===== config.mk =====
export PLATFORM = sky130hd
export DESIGN_NAME = bram_tetromino_reader
export DESIGN_NICKNAME = d
export VERILOG_FILES = /design/src/rtl/bram_tetromino_reader.sv
export SDC_FILE = /design/constraint.sdc
export NUM_CORES = 1
export LEC_CHECK = 0
export ABC_AREA = 1
export BUFFER_PORTS_ARGS = -buffer_cell sky130_fd_sc_hd__buf_4
export CORE_MARGIN = 2
export CORE_UTILIZATION = 35
export CTS_CLUSTER_SIZE = 28
export DETAILED_ROUTE_END_ITERATION = 10
export GPL_TIMING_DRIVEN = 1
export SLEW_MARGIN = 40
export SYNTH_ARGS = -nofsm -noshare
export SYNTH_HDL_FRONTEND = slang
export SYNTH_SLANG_ARGS = --single-unit

===== constraint.sdc =====
create_clock -name clk -period 3.6 [get_ports clk]
set_input_delay 0.54 -clock clk [delete_from_list [all_inputs] [get_ports clk]]
set_output_delay 0.54 -clock clk [all_outputs]
set_load 0.005 [all_outputs]

===== src/rtl/bram_tetromino_reader.sv =====
// Port-0 read engine for the tetromino BRAM: bursts a contiguous word range out of the
// BRAM and presents it as a valid/ready stream through a 2-entry skid FIFO.
module bram_tetromino_reader #(
  parameter int DWIDTH    = 32,
  parameter int AWIDTH    = 4,
  parameter int MEM_DEPTH = 10
) (
  input  logic              clk,
  input  logic              reset_n,
  input  logic              i_start,
  input  logic [AWIDTH-1:0] i_base_addr,
  input  logic [AWIDTH:0]   i_len,
  output logic              o_req_ready,
  output logic [AWIDTH-1:0] o_bram_addr0,
  output logic              o_bram_ce0,
  output logic              o_bram_we0,
  output logic [DWIDTH-1:0] o_bram_d0,
  input  logic [DWIDTH-1:0] i_bram_q0,
  output logic [DWIDTH-1:0] o_data,
  output logic              o_valid,
  input  logic              i_ready,
  output logic              o_last,
  output logic              o_done,
  output logic              o_err
);

  localparam logic [1:0] S_IDLE = 2'd0;
  localparam logic [1:0] S_RUN  = 2'd1;
  localparam logic [1:0] S_ERR  = 2'd2;

  typedef struct packed {
    logic              last;
    logic [DWIDTH-1:0] data;
  } entry_t;

  logic [1:0]        state;
  logic [AWIDTH-1:0] base;
  logic [AWIDTH:0]   len;
  logic [AWIDTH:0]   issued;
  logic              inflight;
  logic              inflight_last;
  logic [1:0]        occ;
  logic              wr_ptr;
  logic              rd_ptr;
  logic              done_q;
  entry_t            fifo [2];
  entry_t            head;

  logic              pop;
  logic              issue;
  logic              last_pop;
  logic              bad_req;
  logic [2:0]        proj;
  logic [AWIDTH+1:0] end_sum;

  assign head     = fifo[rd_ptr];
  assign o_valid  = (occ != 2'd0);
  assign o_data   = head.data;
  assign o_last   = o_valid & head.last;
  assign pop      = o_valid & i_ready;
  assign last_pop = pop & head.last;

  // Occupancy the FIFO will have once the outstanding read lands; a new read
  // is only safe if that leaves a free slot.
  assign proj  = {1'b0, occ} + {2'b0, inflight} - {2'b0, pop};
  assign issue = (state == S_RUN) && (issued < len) && (proj < 3'd2);

  assign o_bram_ce0   = issue;
  assign o_bram_addr0 = issue ? (base + issued[AWIDTH-1:0]) : '0;
  assign o_bram_we0   = 1'b0;
  assign o_bram_d0    = '0;

  // Range check is done two bits wider than the address so it cannot wrap.
  assign end_sum = {2'b00, i_base_addr} + {1'b0, i_len};
  assign bad_req = (i_len == '0) || (end_sum > (AWIDTH+2)'(MEM_DEPTH));

  assign o_req_ready = (state == S_IDLE);
  assign o_err       = (state == S_ERR);
  assign o_done      = done_q;

  always_ff @(posedge clk or negedge reset_n) begin
    if (!reset_n) begin
      state         <= S_IDLE;
      base          <= '0;
      len           <= '0;
      issued        <= '0;
      inflight      <= 1'b0;
      inflight_last <= 1'b0;
      occ           <= 2'd0;
      wr_ptr        <= 1'b0;
      rd_ptr        <= 1'b0;
      done_q        <= 1'b0;
    end else begin
      case (state)
        S_IDLE: if (i_start) begin
          base   <= i_base_addr;
          len    <= i_len;
          issued <= '0;
          state  <= bad_req ? S_ERR : S_RUN;
        end
        S_ERR:  state <= S_IDLE;
        S_RUN:  if (last_pop) state <= S_IDLE;
        default: state <= S_IDLE;
      endcase
      if (issue) issued <= issued + 1'b1;
      inflight      <= issue;
      inflight_last <= issue && (issued == len - 1'b1);
      if (inflight) wr_ptr <= ~wr_ptr;
      if (pop)      rd_ptr <= ~rd_ptr;
      occ    <= occ + {1'b0, inflight} - {1'b0, pop};
      done_q <= last_pop;
    end
  end

  // Read data is only guaranteed for the single cycle after ce0, so it is captured then.
  always_ff @(posedge clk) begin
    if (inflight) fifo[wr_ptr] <= '{last: inflight_last, data: i_bram_q0};
  end

endmodule


==> results of run 1 <==
-- registers in the layout, summed over array words and instances (netlist names) --
register and count:
base 4, fifo 66, inflight 1, inflight_last 1
issued 5, len 5, o_done 1, occ 2
rd_ptr 1, state 2, wr_ptr 1
-- placed cells by master (no fill, tap or decap), drive strengths merged, types with 2 or more instances in the layout --
cell type	instances
clkinvlp	2
fa	3
buf	94
ha	16
xnor2	6
xor2	8
nand4	4
clkbuf	9
a21oi	4
edfxtp	66
inv	42
nand2	141
conb	33
nand3	15
nor2	20
o21ai	13
clkinv	3
dfrtp	23
-- timing repair --
item                       CTS  global route
setup endpoints to repair    0             5
buffers inserted             0             3
gates resized for setup      0             2
-- worst paths after layout --
kind	slack, ns	startpoint	endpoint
max in group asynchronous	3.27	reset_n	occ[1]$_DFF_PN0_
min	0.09	reset_n	base[0]$_DFFE_PN0P_
min reg2reg	0.45	inflight_last$_DFF_PN0_	fifo[0][32]$_DFFE_PP_
max reg2reg	0.81	occ[1]$_DFF_PN0_	issued[3]$_DFFE_PN0P_
max	0.26	occ[1]$_DFF_PN0_	o_bram_addr0[1]
min in group clk	0.39	i_bram_q0[15]	fifo[1][15]$_DFFE_PP_
-- routing by layer --
metal | track usage | routed length (um) | up-vias
met2 | 0.198 | 3670 | 80
li1 | - | - | 1427
met1 | 0.160 | 3550 | 1280
met4 | 0.0390 | 86 | 0
met5 | 0 | 0 | -
met3 | 0.0371 | 483 | 7
-- stage by stage --
step | worst slack, ns | instances | hold WS (ns) | util | cell area, um2
final | 0.260 | 652 | 0.0868 | 0.443 | 5270
after global routing | -0.00409 | 652 | 0.0974 | 0.443 | 5270
after CTS | 0.114 | 649 | 0.0932 | 0.440 | 5240
after detailed placement | 0.456 | 633 | 0.432 | 0.417 | 4960
after global placement | 0.499 | 631 | 0.424 | 0.413 | 4920
after floorplan | 0.780 | 439 | 0.244 | - | 4370
-- cell type report --
cell class,count,area [um2]
fill,1125,6640
sequential,89,2560
multi-input combinational,266,1370
timing repair buffer,94,733
clock buffer,9,225
tap,147,184
inverter,40,151
clock inverter,7,51.3
-- power by group through the flow --
stage | Sequential [W] | Combinational [W] | Clock [W]
floorplan | 0.00137 | 0.000735 | 0
global placement | 0.00138 | 0.00118 | 0
detailed placement | 0.00139 | 0.00120 | 0
CTS | 0.00137 | 0.00120 | 0.000884
global route | 0.00138 | 0.00139 | 0.000931
finish | 0.00136 | 0.00120 | 0.000858
-- worst reg2reg max path: stages (launching register included) --
cell     delay (ns)
dfrtp_1        0.42
nor2_1         0.14
inv_1          0.07
nand2_1        0.12
inv_1          0.06
ha_1           0.26
inv_1          0.06
ha_1           0.13
inv_1          0.05
fa_1           0.47
inv_1          0.06
nor2_2         0.15
nand4_4        0.21
buf_4          0.21
buf_4          0.15
nand3_2        0.05
o21ai_1        0.08
-- kinds of logic (layout without fill, tap and decap cells) --
family	after synthesis	in the layout
adders and majority gates	19	19
DFF	89	89
and+or+nand+nor	182	182
muxes	1	1
other	1	33
AOI/OAI and AO/OA	17	17
buffers and inverters	84	150
xor gates and xnor gates	14	14
==> results.cfg, run 1 <==
[logic_synthesis]
synthFlopType = edfxtp_1
synth_adder_area_share = 0.0613
synth_cell_type_count = 29
post_synth.cell_area_avg_um2 = 10.4
synth_top_area_frac = 0.467
syn_area_um2 = 4250
synth_seq_cells = 89
synthMuxAreaShare = 0.00236
synth_seq_area_share = 0.602
synth_most_common_cell = nand2_1
synth.top_cells.by_area = edfxtp_1 (47%), dfrtp_1 (14%), nand2_1 (12%)
synthXorXnorAreaFrac = 0.0289
syn_inst = 407
yosys.area.top_type = edfxtp_1
yosys.area_share.simple = 0.176
synthTopCellsByCount = nand2_1 (141), edfxtp_1 (66), inv_1 (38)
synth_compound_area_frac = 0.0209
async_flop_share = 0.258
ys_warn_count = 0
synth_top_family_by_area = simple AND/OR/NAND/NOR gates
synth_edf_count = 66

[route]
drt_iter0_markers = 96
drc = 0
vias = 2794
avgRoutedWirePerCell_um = 12.0
drtPass1Iterations = 4
vias_per_cell = 4.29
ant_nets = 0
routed_wl_um = 7800

[critical_path]
rr_worst_depth = 16
cp.buffers_inverters = 6
end_kind = primary output
critPathTopFamily = adder cells
cpMaxStageDelayCell = fa_1
worstSetupPathDepth = 14
path_class = flip-flop to primary output
cpPeakStageDelay_ns = 0.47
cp.required_ns = 3.06
cp_common_cell = inv_1
worstSetupStartpointType = flip-flop
crit_chain = nor2_1, inv_1, nand2_1, inv_1, ha_1, inv_1, ha_1, inv_1, fa_1, inv_1, nor2_2, nand4_4, nor2_1, buf_4
crit_arrival_ns = 2.80
worst-path-max-fanout = 9

[floorplan]
num_io_pins = 120
core_um2 = 11900
start_util = 0.357
rows = 40
die_w_um = 114
fp.dieH_um = 114
fp.dieArea_um2 = 13000

[power_and_ir_drop]
share_comb_of_total_power = 0.351
power_density_nw_per_um2 = 649
p_int_w = 0.00228
p_leak_nw = 2.47
power_frac_clock = 0.250
p_total_w = 0.00342
share_seq_of_total_power = 0.399
vdd_ir_drop_max_v = 0.000258
switchingPower_w = 0.00114
swShare = 0.334

[timing]
slew_violations = 0
slew_headroom = 0.525
finalSetupTns_ns = 0
tightest_slew_ns = 0.711
period_needed_ns = 3.34
period_share = 0.928
setup_viol = 0
max_freq_ghz = 0.299
clock_skew_ns = 0.0113
hold_viol = 0

[finish]
final_nets = 564
antennaDiodeCount = 0
syn_to_final_growth_pct = 24.1
drive_gt1_frac = 0.242

[clock_network]
cts.reportedPaths.clkPinSlew_ns = 0.07
cts.sinks = 89
cts_root_buf = clkbuf_16
clk_path_buf_depth = 2
clk_latency_ns = 0.33
htreeDepth = 3
cts_tree = done
postCtsHoldBufs = 0
cts_buffers = 9

[grt]
track_usage = 0.123
grt_pass1_wl_um = 12600
grt_pass1_vias = 2630
antenna_found_initial = 0
grt_max_degree = 35
gr-total-overflow = 0

[placement]
dpl.hpwl_um = 5410
io_buffers = 86
gp_congestion = 0.772

[job]
maxCapViolCount = 0

[status]
outcome = completed

[hold_path]
holdCritPathClass = primary input to async pin
Note: power is estimated with default switching activity, not from simulation.
==> run 2, diff against run 1 <==
--- a/config.mk
+++ b/config.mk
@@ -6,5 +6,5 @@
 export NUM_CORES = 1
 export LEC_CHECK = 0
-export ABC_AREA = 1
+export ABC_AREA = 0
 export BUFFER_PORTS_ARGS = -buffer_cell sky130_fd_sc_hd__buf_4
 export CORE_MARGIN = 2
==> constraint.sdc (replaced) <==
create_clock -name clk -period 3.6 [get_ports clk]
set_input_delay 0.54 -clock clk [delete_from_list [all_inputs] [get_ports clk]]
set_output_delay 0.54 -clock clk [all_outputs]
set_load 0.01 [all_outputs]
==> results.cfg, run 2 <==
[route]
avgRoutedWirePerCell_um = 14.6
drc = 11
drtPass1Iterations = 7
vias_per_cell = 4.54
vias = 2401
ant_nets = 0
routed_wl_um = 7730
drt_iter0_markers = 116

[critical_path]
cpPeakStageDelay_ns = 0.50
path_class = flip-flop to primary output
cp.buffers_inverters = 5
crit_arrival_ns = 2.91
cp_common_cell = inv_1
worst-path-max-fanout = 7
critPathTopFamily = adder cells
end_kind = primary output
worstSetupStartpointType = flip-flop
cpMaxStageDelayCell = fa_1
crit_chain = o21ai_2, inv_1, ha_1, inv_1, ha_1, inv_1, fa_1, and4bb_1, nand3_4, or2_4, inv_2, and2_1, buf_4
cp.required_ns = 3.06

[grt]
gr-total-overflow = 0
track_usage = 0.124
grt_pass1_wl_um = 12000
antenna_found_initial = 0
grt_max_degree = 34
grt_pass1_vias = 2389

[hold_path]
holdCritPathClass = primary input to async pin

[finish]
drive_gt1_frac = 0.402
top_regs = fifo (66), issued (5), len (5)
syn_to_final_growth_pct = 25.2
top_register = fifo
fill_cells = 1037
multi_input_area_um2 = 1380
largest_reg_flops = 66
antennaDiodeCount = 0
final_nets = 445
finalInstanceArea_um2 = 5200
layout.cells.most_common = buf_4
layout_common_cells = buf_4 (90), edfxtp_1 (66), mux2_2 (39)
regArea_um2 = 2560

[power_and_ir_drop]
p_leak_nw = 2.17
vdd_ir_drop_max_v = 0.000318
power_density_nw_per_um2 = 650

[logic_synthesis]
synth_most_common_cell = edfxtp_1
synthFlopType = edfxtp_1
synth.top_cells.by_area = edfxtp_1 (48%), dfrtp_1 (14%), mux2_2 (11%)
synth_seq_cells = 89
post_synth.cell_area_avg_um2 = 14.6
async_flop_share = 0.258
synthTopCellsByCount = edfxtp_1 (66), mux2_2 (39), buf_4 (33)
syn_area_um2 = 4160
synth_seq_area_share = 0.615
ys_warn_count = 0
yosys.area.top_type = edfxtp_1
syn_inst = 285
synth_top_area_frac = 0.477
synth_edf_count = 66
synth_cell_type_count = 43

[clock_network]
cts_buffers = 9
cts_root_buf = clkbuf_16
cts_tree = done
cts.sinks = 89
clk_path_buf_depth = 2
postCtsHoldBufs = 0
cts.reportedPaths.clkPinSlew_ns = 0.07
htreeDepth = 3
clk_latency_ns = 0.34

[floorplan]
num_io_pins = 120
rows = 39
core_um2 = 11500
start_util = 0.361
fp.dieH_um = 113
die_w_um = 113
fp.dieArea_um2 = 12800

[timing]
setup_viol = 0
slew_violations = 0
max_freq_ghz = 0.290
layout_setup_ws_ns = 0.146
period_share = 0.959
rsz0062_at_grt = false
hold-worst-slack_ns = 0.0864
slew_headroom = 0.603
hold_viol = 0
period_needed_ns = 3.45
tightest_slew_ns = 0.594
finalSetupTns_ns = 0
clock_skew_ns = 0.00620

[job]
maxCapViolCount = 0

[status]
outcome = finished, violations left
violations = design-rule violations

[placement]
io_buffers = 86
post_dp_cell_area_um2 = 4890
place_ws_ns = 0.148
gp_congestion = 0.764
dpl.hpwl_um = 5560
-- run 2: cell types whose count changed after synthesis, sizes merged, moves of 7 or more --
| cell | previous run | this run |
|---|---|---|
| nand2 | 141 | 6 |
| nor2 | 20 | 9 |
| inv | 39 | 19 |
| nand3 | 15 | 4 |
| o21ai | 13 | 6 |
| mux2 | 0 | 40 |
-- run 2: worst paths after layout --
kind	slack (ns)	cells after the start	start	end
max	0.15	13	occ[1]$_DFF_PN0_	o_bram_addr0[0]
min	0.09	1	reset_n	issued[0]$_DFFE_PN0P_
max reg2reg	0.75	12	occ[1]$_DFF_PN0_	issued[2]$_DFFE_PN0P_
min reg2reg	0.48	0	inflight_last$_DFF_PN0_	fifo[0][32]$_DFFE_PP_
max in group asynchronous	3.26	1	reset_n	rd_ptr$_DFFE_PN0P_
min in group clk	0.38	1	i_bram_q0[5]	fifo[0][5]$_DFFE_PP_
-- run 2: kinds of logic (layout without fill, tap and decap cells) --
| logic type | after synthesis | after routing | synth area share |
|---|---|---|---|
| DFF | 89 | 89 | 0.615 |
| buffers and inverters | 59 | 128 | 0.0861 |
| muxes | 41 | 41 | 0.112 |
| and+or+nand+nor | 40 | 40 | 0.0545 |
| AOI/OAI and AO/OA | 22 | 22 | 0.0349 |
| adders and majority gates | 19 | 19 | 0.0626 |
| xor gates and xnor gates | 14 | 14 | 0.0340 |
| other | 1 | 33 | 0.000902 |
-- run 2: report_power, final --
| group | switching (W) | internal, W |
|---|---|---|
| registers | 0.000128 | 0.00125 |
| clock network | 0.000404 | 0.000496 |
| logic | 0.000504 | 0.000600 |
| total | 0.00104 | 0.00235 |
-- run 2: cell type report --
class                           instances  share of cell area
Inverter                               19              0.0137
Clock inverter                          6             0.00938
Clock buffer                           10              0.0459
Tap cell                              143              0.0344
Multi-Input combinational cell        169               0.266
Sequential cell                        89               0.492
Timing Repair Buffer                   93               0.139
-- run 2: timing repair --
item | 4_1_cts | 5_1_grt
cloned | 0 | 0
gates resized for setup | 2 | 2
buffers inserted | 0 | 1
setup endpoints to repair | 5 | 4
pin swaps | 0 | 1
-- run 2: per-stage QoR --
stage	cells	utilization	power [W]
6_report	529	0.452	0.00338
5_1_grt	529	0.452	0.00357
4_1_cts	528	0.450	0.00342
2_1_floorplan	317	-	0.00208
3_3_place_gp	510	0.422	0.00248
3_5_place_dp	512	0.425	0.00250
-- run 2: metal layers --
layer / share of wire / track usage / routed length (um) / up-vias
met3: 0.080 / 0.0316 / 615 / 12
met1: 0.43 / 0.157 / 3350 / 1155
li1: - / - / - / 1154
met4: 0.019 / 0.0667 / 144 / 0
met2: 0.47 / 0.197 / 3620 / 80
met5: 0 / 0 / 0 / -
==> run 3, diff against run 2 <==
Settings changed: BUFFER_PORTS_ARGS -buffer_cell sky130_fd_sc_hd__buf_4 to unset, DONT_BUFFER_PORTS set to 1.
==> results.cfg, run 3 (synthesis gave the netlist of run 2 again) <==
[critical_path]
path_class = flip-flop to primary output
crit_end = o_bram_addr0[0]
worstSetupStartpointType = flip-flop
timing.rr.start = occ[0]$_DFF_PN0_
timing.rr.end = issued[2]$_DFFE_PN0P_
worst-path-max-fanout = 9
crit_start = occ[0]$_DFF_PN0_
end_kind = primary output
crit_arrival_ns = 2.92
r2r_slack_ns = 0.87
cp.required_ns = 3.06
rr_worst_depth = 11

[timing]
hold_viol = 0
layout_setup_ws_ns = 0.136
max_freq_ghz = 0.289
rsz0062_at_grt = false
period_share = 0.962
setup_viol = 0
slew_headroom = 0.497
clock_skew_ns = 0.00890
finalSetupTns_ns = 0
slew_violations = 0
period_needed_ns = 3.46
hold-worst-slack_ns = 0.178
tightest_slew_ns = 0.754

[grt]
track_usage = 0.116
grt_pass1_wl_um = 11300
gr-total-overflow = 0
antenna_found_initial = 0
grt_pass1_vias = 2077
grt_max_degree = 28

[floorplan]
fp.dieArea_um2 = 12800
core_um2 = 11500
start_util = 0.361
rows = 39
num_io_pins = 120
die_w_um = 113
fp.dieH_um = 113

[clock_network]
cts_buffers = 9
htreeDepth = 3
cts_root_buf = clkbuf_16
clk_latency_ns = 0.34
clk_path_buf_depth = 2
cts_tree = done
cts.reportedPaths.clkPinSlew_ns = 0.07
cts.sinks = 89

[route]
avgRoutedWirePerCell_um = 16.8
ant_nets = 0
routed_wl_um = 7420
drt_iter0_markers = 115
drtPass1Iterations = 7
drc = 11
vias = 2108
vias_per_cell = 4.77

[finish]
antennaDiodeCount = 0
top_register = fifo
layout.cells.non_filler = 442
layout_common_cells = edfxtp_1 (66), mux2_2 (39), conb_1 (33)
largest_reg_flops = 66
syn_to_final_growth_pct = 8.97
layout.cells.most_common = edfxtp_1
top_regs = fifo (66), issued (5), len (5)
drive_gt1_frac = 0.227
final_nets = 358

[status]
outcome = finished, violations left
violations = design-rule violations

[placement]
gp_congestion = 0.760
dpl.hpwl_um = 5240
place_ws_ns = 0.207
dp_cells = 424
io_buffers = 0

[power_and_ir_drop]
power_density_nw_per_um2 = 688
p_leak_nw = 1.75
vdd_ir_drop_max_v = 0.000238

[hold_path]
holdCritPathClass = primary input to async pin

[job]
maxCapViolCount = 0
-- run 3: metrics by stage --
stage / util / instance area [um2] / total power, W
floorplan: - / 4280 / 0.00208
global placement: 0.365 / 4200 / 0.00222
detailed placement: 0.367 / 4230 / 0.00223
CTS: 0.393 / 4520 / 0.00316
global route: 0.393 / 4530 / 0.00329
finish: 0.393 / 4530 / 0.00312
-- run 3: where the power goes --
part           internal [W]  total (W)  switching (W)  leakage [nW]
clock network      0.000482   0.000900       0.000418         0.139
registers           0.00125    0.00138       0.000130         0.887
logic              0.000392   0.000835       0.000444         0.719
total               0.00212    0.00312       0.000991          1.75
-- run 3: worst min path at each step --
stage,startpoint,endpoint,slack [ns],cells after the start
global placement,reset_n,state[1]$_DFFE_PN0P_,0.25,0
global route,reset_n,len[2]$_DFFE_PN0P_,0.23,1
floorplan,reset_n,base[0]$_DFFE_PN0P_,0.24,0
CTS,i_bram_q0[5],fifo[0][5]$_DFFE_PP_,0.28,0
detailed placement,reset_n,state[1]$_DFFE_PN0P_,0.25,0
finish,reset_n,len[1]$_DFFE_PN0P_,0.18,1
-- run 3: worst max-delay path: stages (launching register included) --
cell and delay [ns]:
dfrtp_1 0.41, o21ai_2 0.16, inv_1 0.06, ha_1 0.27, inv_1 0.06, ha_1 0.13
inv_1 0.05, fa_1 0.49, and4bb_1 0.21, nand3_2 0.14, or2_4 0.32, inv_2 0.11
and2_1 0.18
-- run 3: layout make-up --
class	instances	area, um2
Fill cell	1073	6990
Sequential cell	89	2560
Multi-Input combinational cell	169	1380
Clock buffer	9	225
Tap cell	143	179
Inverter	19	71.3
Timing Repair Buffer	6	62.6
Clock inverter	7	58.8
-- run 3: repair_timing --
item,CTS,global route
pin swaps,0,1
endpoints found under the hold margin,23,0
buffers inserted,0,1
resized for setup,2,1
setup endpoints to repair,4,4
hold buffers,1,0
cloned,0,0
-- run 3: metal layers --
| layer | wire, um | vias to the layer above | part of all wire | GRT usage |
|---|---|---|---|---|
| met1 | 2940 | 1039 | 0.40 | 0.136 |
| met5 | 0 | - | 0 | 0 |
| met3 | 741 | 10 | 0.10 | 0.0514 |
| li1 | - | 976 | - | - |
| met4 | 87 | 0 | 0.012 | 0.0374 |
| met2 | 3650 | 83 | 0.49 | 0.193 |
